--- src/rtl/mem_arb_pkg.sv ---
// Shared types and constants for the fetch/data memory arbiter.
// States, owner encoding and access-size codes used by the arbiter and its helpers.
package mem_arb_pkg;

    typedef enum logic [1:0] {
        IDLE     = 2'd0,
        WAIT_GNT = 2'd1,
        WAIT_RSP = 2'd2,
        ERR_RSP  = 2'd3
    } state_e;

    typedef enum logic {
        OWN_IF = 1'b0,
        OWN_D  = 1'b1
    } owner_e;

    localparam logic [1:0] MEM_SIZE_B = 2'b00;
    localparam logic [1:0] MEM_SIZE_H = 2'b01;
    localparam logic [1:0] MEM_SIZE_W = 2'b10;

endpackage

--- src/rtl/mem_arbiter_if.sv ---
// Bundle of fetch port, data port and memory port signals around the arbiter.
// slave: arbiter view; master: requester/memory environment view.
interface mem_arbiter_if #(
    parameter int DATA_WIDTH = 32,
    parameter int ADDR_WIDTH = 32
);
    logic                    if_req_i;
    logic [ADDR_WIDTH-1:0]   if_addr_i;
    logic                    if_gnt_o;
    logic                    if_rvalid_o;
    logic [DATA_WIDTH-1:0]   if_rdata_o;

    logic                    d_req_i;
    logic                    d_we_i;
    logic [1:0]              d_size_i;
    logic [ADDR_WIDTH-1:0]   d_addr_i;
    logic [DATA_WIDTH-1:0]   d_wdata_i;
    logic                    d_gnt_o;
    logic                    d_rvalid_o;
    logic                    d_err_o;
    logic [DATA_WIDTH-1:0]   d_rdata_o;

    logic                    mem_req_o;
    logic                    mem_we_o;
    logic [DATA_WIDTH/8-1:0] mem_be_o;
    logic [ADDR_WIDTH-1:0]   mem_addr_o;
    logic [DATA_WIDTH-1:0]   mem_wdata_o;
    logic                    mem_gnt_i;
    logic                    mem_rvalid_i;
    logic [DATA_WIDTH-1:0]   mem_rdata_i;

    modport slave (
        input  if_req_i, if_addr_i,
        output if_gnt_o, if_rvalid_o, if_rdata_o,
        input  d_req_i, d_we_i, d_size_i, d_addr_i, d_wdata_i,
        output d_gnt_o, d_rvalid_o, d_err_o, d_rdata_o,
        output mem_req_o, mem_we_o, mem_be_o, mem_addr_o, mem_wdata_o,
        input  mem_gnt_i, mem_rvalid_i, mem_rdata_i
    );

    modport master (
        output if_req_i, if_addr_i,
        input  if_gnt_o, if_rvalid_o, if_rdata_o,
        output d_req_i, d_we_i, d_size_i, d_addr_i, d_wdata_i,
        input  d_gnt_o, d_rvalid_o, d_err_o, d_rdata_o,
        input  mem_req_o, mem_we_o, mem_be_o, mem_addr_o, mem_wdata_o,
        output mem_gnt_i, mem_rvalid_i, mem_rdata_i
    );

endinterface

--- src/rtl/mem_be_gen.sv ---
// Byte-enable, write-lane replication and misalignment detect for a data access.
// Latency: purely combinational.
// Backpressure: none; outputs follow inputs.
module mem_be_gen
    import mem_arb_pkg::*;
#(
    parameter int DATA_WIDTH = 32
) (
    input  logic [1:0]              size_i,
    input  logic [1:0]              addr_lo_i,
    input  logic [DATA_WIDTH-1:0]   wdata_i,
    output logic [DATA_WIDTH/8-1:0] be_o,
    output logic [DATA_WIDTH-1:0]   wdata_o,
    output logic                    misalign_o
);
    localparam int BE_W = DATA_WIDTH / 8;

    always_comb begin
        be_o       = '1;
        wdata_o    = wdata_i;
        misalign_o = 1'b0;
        case (size_i)
            MEM_SIZE_B: begin
                be_o    = BE_W'(1) << addr_lo_i;
                wdata_o = {BE_W{wdata_i[7:0]}};
            end
            MEM_SIZE_H: begin
                be_o       = BE_W'(3) << {addr_lo_i[1], 1'b0};
                wdata_o    = {(BE_W/2){wdata_i[15:0]}};
                misalign_o = addr_lo_i[0];
            end
            // size 2'b11 is treated as a word access
            default: begin
                misalign_o = |addr_lo_i;
            end
        endcase
    end

endmodule

--- src/rtl/mem_arbiter.sv ---
// Two-port (fetch/data) arbiter onto a single memory port, one transaction in flight.
// Latency: gnt to rvalid minimum 2 cycles; misaligned data access responds 1 cycle after gnt.
// Backpressure: waits on mem_gnt_i/mem_rvalid_i; requesters hold until their gnt_o.
module mem_arbiter
    import mem_arb_pkg::*;
#(
    parameter int DATA_WIDTH   = 32,
    parameter int ADDR_WIDTH   = 32,
    parameter int STARVE_LIMIT = 4
) (
    input  logic            clk,
    input  logic            rst_n,
    mem_arbiter_if.slave    bus,
    output logic            busy_o
);
    localparam int BE_W = DATA_WIDTH / 8;
    localparam int CW   = (STARVE_LIMIT > 0) ? $clog2(STARVE_LIMIT + 1) : 1;

    state_e                state_q,  state_d;
    owner_e                owner_q,  owner_d;
    logic [CW-1:0]         starve_q, starve_d;
    logic [ADDR_WIDTH-1:0] addr_q,   addr_d;
    logic                  we_q,     we_d;
    logic [BE_W-1:0]       be_q,     be_d;
    logic [DATA_WIDTH-1:0] wdata_q,  wdata_d;

    logic                  d_win, if_win, rsp_fire;
    logic [BE_W-1:0]       gen_be;
    logic [DATA_WIDTH-1:0] gen_wdata;
    logic                  gen_misalign;

    mem_be_gen #(.DATA_WIDTH(DATA_WIDTH)) u_be_gen (
        .size_i     (bus.d_size_i),
        .addr_lo_i  (bus.d_addr_i[1:0]),
        .wdata_i    (bus.d_wdata_i),
        .be_o       (gen_be),
        .wdata_o    (gen_wdata),
        .misalign_o (gen_misalign)
    );

    // Fetch only beats data once it has lost STARVE_LIMIT arbitrations in a row.
    always_comb begin
        d_win  = rst_n && (state_q == IDLE) && bus.d_req_i &&
                 !(bus.if_req_i && (starve_q == CW'(STARVE_LIMIT)));
        if_win = rst_n && (state_q == IDLE) && bus.if_req_i && !d_win;
    end

    always_comb begin
        state_d  = state_q;
        owner_d  = owner_q;
        starve_d = starve_q;
        addr_d   = addr_q;
        we_d     = we_q;
        be_d     = be_q;
        wdata_d  = wdata_q;
        case (state_q)
            IDLE: begin
                if (d_win) begin
                    owner_d = OWN_D;
                    addr_d  = {bus.d_addr_i[ADDR_WIDTH-1:2], 2'b00};
                    we_d    = bus.d_we_i;
                    be_d    = gen_be;
                    wdata_d = gen_wdata;
                    state_d = gen_misalign ? ERR_RSP : WAIT_GNT;
                    if (bus.if_req_i && (starve_q != CW'(STARVE_LIMIT))) begin
                        starve_d = starve_q + CW'(1);
                    end
                end else if (if_win) begin
                    owner_d  = OWN_IF;
                    addr_d   = {bus.if_addr_i[ADDR_WIDTH-1:2], 2'b00};
                    we_d     = 1'b0;
                    be_d     = '1;
                    wdata_d  = '0;
                    starve_d = '0;
                    state_d  = WAIT_GNT;
                end
            end
            WAIT_GNT: if (bus.mem_gnt_i)    state_d = WAIT_RSP;
            WAIT_RSP: if (bus.mem_rvalid_i) state_d = IDLE;
            default:                        state_d = IDLE;
        endcase
    end

    always_ff @(posedge clk or negedge rst_n) begin
        if (!rst_n) begin
            state_q  <= IDLE;
            owner_q  <= OWN_IF;
            starve_q <= '0;
            addr_q   <= '0;
            we_q     <= 1'b0;
            be_q     <= '0;
            wdata_q  <= '0;
        end else begin
            state_q  <= state_d;
            owner_q  <= owner_d;
            starve_q <= starve_d;
            addr_q   <= addr_d;
            we_q     <= we_d;
            be_q     <= be_d;
            wdata_q  <= wdata_d;
        end
    end

    assign rsp_fire = (state_q == WAIT_RSP) && bus.mem_rvalid_i;

    assign bus.if_gnt_o    = if_win;
    assign bus.d_gnt_o     = d_win;

    assign bus.if_rvalid_o = rsp_fire && (owner_q == OWN_IF);
    assign bus.if_rdata_o  = bus.if_rvalid_o ? bus.mem_rdata_i : '0;

    // Error responses carry zero data and never touch memory.
    assign bus.d_rvalid_o  = (rsp_fire && (owner_q == OWN_D)) || (state_q == ERR_RSP);
    assign bus.d_err_o     = (state_q == ERR_RSP);
    assign bus.d_rdata_o   = (rsp_fire && (owner_q == OWN_D)) ? bus.mem_rdata_i : '0;

    assign bus.mem_req_o   = (state_q == WAIT_GNT);
    assign bus.mem_we_o    = bus.mem_req_o && we_q;
    assign bus.mem_be_o    = bus.mem_req_o ? be_q    : '0;
    assign bus.mem_addr_o  = bus.mem_req_o ? addr_q  : '0;
    assign bus.mem_wdata_o = bus.mem_req_o ? wdata_q : '0;

    assign busy_o = (state_q != IDLE);

endmodule

--- src/flat_wrapper.sv ---
// flat-port wrapper written by rule: the top's interface ports become plain ports
module mem_arbiter_flat import mem_arb_pkg::*;
#(
    parameter int DATA_WIDTH   = 32,
    parameter int ADDR_WIDTH   = 32,
    parameter int STARVE_LIMIT = 4
)
  (clk, rst_n, busy_o, bus_if_req_i, bus_if_addr_i, bus_if_gnt_o, bus_if_rvalid_o, bus_if_rdata_o, bus_d_req_i, bus_d_we_i, bus_d_size_i, bus_d_addr_i, bus_d_wdata_i, bus_d_gnt_o, bus_d_rvalid_o, bus_d_err_o, bus_d_rdata_o, bus_mem_req_o, bus_mem_we_o, bus_mem_be_o, bus_mem_addr_o, bus_mem_wdata_o, bus_mem_gnt_i, bus_mem_rvalid_i, bus_mem_rdata_i);
  mem_arbiter_if #(.DATA_WIDTH(DATA_WIDTH), .ADDR_WIDTH(ADDR_WIDTH)) bus_i ();
  input  logic clk;
  input  logic rst_n;
  output logic busy_o;
  input wire logic [$bits(bus_i.if_req_i)-1:0] bus_if_req_i;
  input wire logic [$bits(bus_i.if_addr_i)-1:0] bus_if_addr_i;
  output wire logic [$bits(bus_i.if_gnt_o)-1:0] bus_if_gnt_o;
  output wire logic [$bits(bus_i.if_rvalid_o)-1:0] bus_if_rvalid_o;
  output wire logic [$bits(bus_i.if_rdata_o)-1:0] bus_if_rdata_o;
  input wire logic [$bits(bus_i.d_req_i)-1:0] bus_d_req_i;
  input wire logic [$bits(bus_i.d_we_i)-1:0] bus_d_we_i;
  input wire logic [$bits(bus_i.d_size_i)-1:0] bus_d_size_i;
  input wire logic [$bits(bus_i.d_addr_i)-1:0] bus_d_addr_i;
  input wire logic [$bits(bus_i.d_wdata_i)-1:0] bus_d_wdata_i;
  output wire logic [$bits(bus_i.d_gnt_o)-1:0] bus_d_gnt_o;
  output wire logic [$bits(bus_i.d_rvalid_o)-1:0] bus_d_rvalid_o;
  output wire logic [$bits(bus_i.d_err_o)-1:0] bus_d_err_o;
  output wire logic [$bits(bus_i.d_rdata_o)-1:0] bus_d_rdata_o;
  output wire logic [$bits(bus_i.mem_req_o)-1:0] bus_mem_req_o;
  output wire logic [$bits(bus_i.mem_we_o)-1:0] bus_mem_we_o;
  output wire logic [$bits(bus_i.mem_be_o)-1:0] bus_mem_be_o;
  output wire logic [$bits(bus_i.mem_addr_o)-1:0] bus_mem_addr_o;
  output wire logic [$bits(bus_i.mem_wdata_o)-1:0] bus_mem_wdata_o;
  input wire logic [$bits(bus_i.mem_gnt_i)-1:0] bus_mem_gnt_i;
  input wire logic [$bits(bus_i.mem_rvalid_i)-1:0] bus_mem_rvalid_i;
  input wire logic [$bits(bus_i.mem_rdata_i)-1:0] bus_mem_rdata_i;
  assign bus_i.if_req_i = bus_if_req_i;
  assign bus_i.if_addr_i = bus_if_addr_i;
  assign bus_if_gnt_o = bus_i.if_gnt_o;
  assign bus_if_rvalid_o = bus_i.if_rvalid_o;
  assign bus_if_rdata_o = bus_i.if_rdata_o;
  assign bus_i.d_req_i = bus_d_req_i;
  assign bus_i.d_we_i = bus_d_we_i;
  assign bus_i.d_size_i = bus_d_size_i;
  assign bus_i.d_addr_i = bus_d_addr_i;
  assign bus_i.d_wdata_i = bus_d_wdata_i;
  assign bus_d_gnt_o = bus_i.d_gnt_o;
  assign bus_d_rvalid_o = bus_i.d_rvalid_o;
  assign bus_d_err_o = bus_i.d_err_o;
  assign bus_d_rdata_o = bus_i.d_rdata_o;
  assign bus_mem_req_o = bus_i.mem_req_o;
  assign bus_mem_we_o = bus_i.mem_we_o;
  assign bus_mem_be_o = bus_i.mem_be_o;
  assign bus_mem_addr_o = bus_i.mem_addr_o;
  assign bus_mem_wdata_o = bus_i.mem_wdata_o;
  assign bus_i.mem_gnt_i = bus_mem_gnt_i;
  assign bus_i.mem_rvalid_i = bus_mem_rvalid_i;
  assign bus_i.mem_rdata_i = bus_mem_rdata_i;
  mem_arbiter #(.DATA_WIDTH(DATA_WIDTH), .ADDR_WIDTH(ADDR_WIDTH), .STARVE_LIMIT(STARVE_LIMIT)) u_core (.clk(clk), .rst_n(rst_n), .bus(bus_i), .busy_o(busy_o));
endmodule
--- config.mk ---
export PLATFORM = sky130hd
export DESIGN_NAME = mem_arbiter_flat
export DESIGN_NICKNAME = d
export VERILOG_FILES = /design/src/rtl/mem_arb_pkg.sv /design/src/rtl/mem_arbiter_if.sv /design/src/rtl/mem_be_gen.sv /design/src/rtl/mem_arbiter.sv /design/src/flat_wrapper.sv
export SDC_FILE = /design/constraint.sdc
export NUM_CORES = 1
export LEC_CHECK = 0
export ABC_CLOCK_PERIOD_IN_PS = 2500
export BUFFER_PORTS_ARGS = -buffer_cell sky130_fd_sc_hd__buf_2
export CAP_MARGIN = 10
export CORE_AREA = 2 2 106 108
export CTS_BUF_LIST = sky130_fd_sc_hd__clkbuf_8 sky130_fd_sc_hd__clkbuf_16
export DETAILED_ROUTE_END_ITERATION = 16
export DIE_AREA = 0 0 108 110
export GPL_ROUTABILITY_DRIVEN = 0
export PLACE_DENSITY = 0.81
export RECOVER_POWER = 50
export SYNTH_ARGS = -nofsm -noshare
export SYNTH_HDL_FRONTEND = slang
export SYNTH_SLANG_ARGS = --single-unit
--- constraint.sdc ---
create_clock -name clk -period 2.5 [get_ports clk]
set_clock_uncertainty 0.05 [all_clocks]
set_input_delay 0.375 -clock clk [delete_from_list [all_inputs] [get_ports clk]]
set_output_delay 0.375 -clock clk [all_outputs]
set_load 0.005 [all_outputs]
==> flow_metrics.env <==
export IMPL_syn_area_per_cell_sq_um=9.41
export IMPL_drive_gt1_share_pct=45.5
export IMPL_worstHoldPathType="input pin to flip-flop"
export IMPL_synth_top_area_share_pct=38.2
export IMPL_grt_use_total_pct=25.2
export IMPL_startpoint="rst_n"
export IMPL_stdcell_area_sq_um=6410
export IMPL_r2r_cells=4
export IMPL_ir_drop_v=0.000388
export IMPL_start_kind="input pin"
export IMPL_die_h_microns=110
export IMPL_multi_input_area_sq_um=2660
export IMPL_arrival_ns=1.93
export IMPL_clkSinkCount=73
export IMPL_synth_largest_area_cell="dfrtp_1"
export IMPL_setup_tns_ns=0
export IMPL_yosys_top_cells_area="dfrtp_1 (38%), and2_1 (17%), o31ai_2 (7.9%)"
export IMPL_die_area_sq_um=11900
export IMPL_finalHoldViolCount=0
export IMPL_dp_hpwl_mm=11.8
export IMPL_synthAdderAreaFrac_pct=0.523
export IMPL_die_width_microns=108
export IMPL_nets=894
export IMPL_cts_root_buf="clkbuf_8"
export IMPL_regToRegStartpoint="u_core.state_q[1]"
export IMPL_synth_simple_area_share_pct=25.2
export IMPL_grt_setup_unrepaired="false"
export IMPL_path_max_fanout=12
export IMPL_criticalPathCategory="input pin to primary output"
export IMPL_grt_max_degree=67
export IMPL_h_tree_depth=3
export IMPL_p_leak_nw=3.36
export IMPL_antenna_found_initial=3
export IMPL_drt_initial_drc_count=338
export IMPL_cts_setup_buffers=0
export IMPL_grt_pass1_vias=4738
export IMPL_setup_viol=0
export IMPL_seqCellArea_sq_um=1830
export IMPL_p_per_area_nw_per_um2=857
export IMPL_clock_latency_ns=0.35
export IMPL_ys_seq_elements=73
export IMPL_numCtsBuffers=9
export IMPL_netlist_instances=508
export IMPL_maxCapViolations=0
export IMPL_synth_top_family_by_area="simple AND/OR/NAND/NOR gates"
export IMPL_avgViaCountPerCell=5.49
export IMPL_hold_depth=2
export IMPL_dpl_cell_count=883
export IMPL_synth_distinct_cells=41
export IMPL_antenna_left=0
export IMPL_synth_xor_area_share_pct=0
export IMPL_cts_path_max_buffers=2
export IMPL_placed_area_sq_um=6190
export IMPL_core_area_sq_um=10700
export IMPL_vias=4948
export IMPL_cts_tree="done"
export IMPL_status="finished, final reports clean"
export IMPL_drt_wirelength_per_cell_microns=17.4
export IMPL_clk_pin_slew_ns=0.08
export IMPL_grt_ovfl_total=0
export IMPL_route_detailed_drc=0
export IMPL_slew_headroom_pct=38.0
export IMPL_ff2ff_setup_slack_ns=0.45
export IMPL_firstDrtPassIters=5
export IMPL_syn_area_sq_um=4780
export IMPL_end_kind="primary output"
export IMPL_std_cell_rows=38
export IMPL_total_power_mw=5.49
export IMPL_min_period_ns=2.35
export IMPL_stdcell_count=901
export IMPL_fill_cells=967
export IMPL_port_buffers=272
export IMPL_period_share_pct=94.0
export IMPL_slew_viol_final=0
export IMPL_start_util_pct=44.7
export IMPL_tightestPinTransition_ns=0.930
export IMPL_holdWs_ns=0.191
export IMPL_area_growth_pct=34.0
export IMPL_crit_path_end="bus_d_gnt_o"
export IMPL_wl_mm=15.6
export IMPL_ys_warn_count=0
export IMPL_ys_seq_area_share_pct=38.2
export IMPL_r2r_end="u_core.addr_q[18]"
export IMPL_fmax_mhz=425
export IMPL_synthMuxAreaShare_pct=5.02
export IMPL_synth_compound_area_share_pct=24.7
export IMPL_grt_pass1_wl_mm=23.3
export IMPL_io_pins=277
export IMPL_required_ns=2.08
-- cell usage after synthesis --
master,number
mux2i_1,24
nand2_1,14
a21o_1,2
a22o_1,17
a21oi_1,32
ha_1,2
dfrtp_1,73
nand3_2,1
nand2b_1,1
nor4_4,1
nor3b_1,1
nand4bb_1,1
clkbuf_1,30
or2_0,1
a2111oi_2,1
o31a_1,1
and4b_1,1
o21ai_0,14
and4bb_2,1
or2_2,2
a2bb2oi_1,4
a31oi_1,30
nor2_2,1
nand3_1,32
buf_6,5
nor3_1,2
and3_1,1
nor2b_1,1
conb_1,1
nor3b_4,1
buf_4,3
buf_2,18
o2bb2ai_1,16
o21bai_1,2
inv_1,4
inv_2,1
o31ai_2,30
a211o_1,1
or3b_1,1
and2_1,133
nor4_1,1
-- worst max-delay path: stages --
cell,delay [ns]
dlygate4sd3_1,0.54
buf_4,0.20
nor3b_1,0.42
nand3_2,0.16
inv_2,0.12
buf_2,0.12
-- layout by cell type (no fill, tap or decap), types with 15 or more instances in the layout --
| cell | netlist | layout |
|---|---|---|
| o2bb2ai_1 | 16 | 16 |
| buf_4 | 3 | 15 |
| and2_1 | 133 | 131 |
| buf_2 | 18 | 271 |
| mux2i_1 | 24 | 24 |
| dfrtp_1 | 73 | 73 |
| nand3_1 | 32 | 32 |
| o31ai_2 | 30 | 30 |
| a22o_1 | 17 | 17 |
| a21oi_1 | 32 | 32 |
| a31oi_1 | 30 | 30 |
-- final cells by class --
| cell class | count | area share [%] |
|---|---|---|
| clock buffer | 11 | 2.36 |
| sequential | 73 | 28.5 |
| tap | 140 | 2.73 |
| timing repair buffer | 291 | 23.4 |
| multi-input combinational | 375 | 41.4 |
| clock inverter | 5 | 1.21 |
| antenna | 1 | 0.0391 |
| inverter | 5 | 0.293 |
-- worst min path at each step --
stage	to	startpoint	slack, ns
finish	u_core.we_q	bus_d_we_i	0.19
detailed placement	u_core.owner_q	rst_n	0.17
CTS	u_core.we_q	bus_d_we_i	0.17
global placement	u_core.state_q[1]	rst_n	0.16
floorplan	u_core.addr_q[10]	rst_n	0.03
global route	u_core.we_q	bus_d_we_i	0.19
-- routing by layer --
metal	vias up	part of all wire [%]	wire length [microns]	GRT usage (%)
li1	2296	-	-	-
met1	2395	38	5900	28.7
met2	222	54	8390	46.2
met3	33	6.3	985	4.53
met4	2	2.2	348	10.8
met5	-	0.064	10	0
-- power by group --
part	internal [mW]	switching, mW
Combinational	1.14	1.28
Clock	0.613	0.450
Sequential	1.71	0.304
-- kinds of logic after synthesis --
| kind of cell | count (synthesis) |
|---|---|
| AOI/OAI and AO/OA | 150 |
| adders and majority gates | 2 |
| buffers and inverters | 61 |
| DFF | 73 |
| muxes | 24 |
| other | 1 |
| and+or+nand+nor | 197 |
-- flip-flops by register name, indices dropped and copies added (netlist names) --
signal and count:
u_core.be_q 4, u_core.owner_q 1, u_core.wdata_q 32, u_core.starve_q 3, u_core.state_q 2, u_core.we_q 1
u_core.addr_q 30
-- per-stage QoR --
stage	setup WS (ns)	util [%]
6_report	0.149	59.9
5_1_grt	0.0112	59.9
4_1_cts	0.151	60.1
3_5_place_dp	0.548	57.8
3_3_place_gp	0.616	57.8
2_1_floorplan	0.801	-
-- timing repair --
item,4_1_cts,5_1_grt
endpoints found under the setup margin,0,0
hold buffers,1,0
hold endpoints to repair,7,0
gates resized for setup,0,0
(Power assumes the default switching activity.)
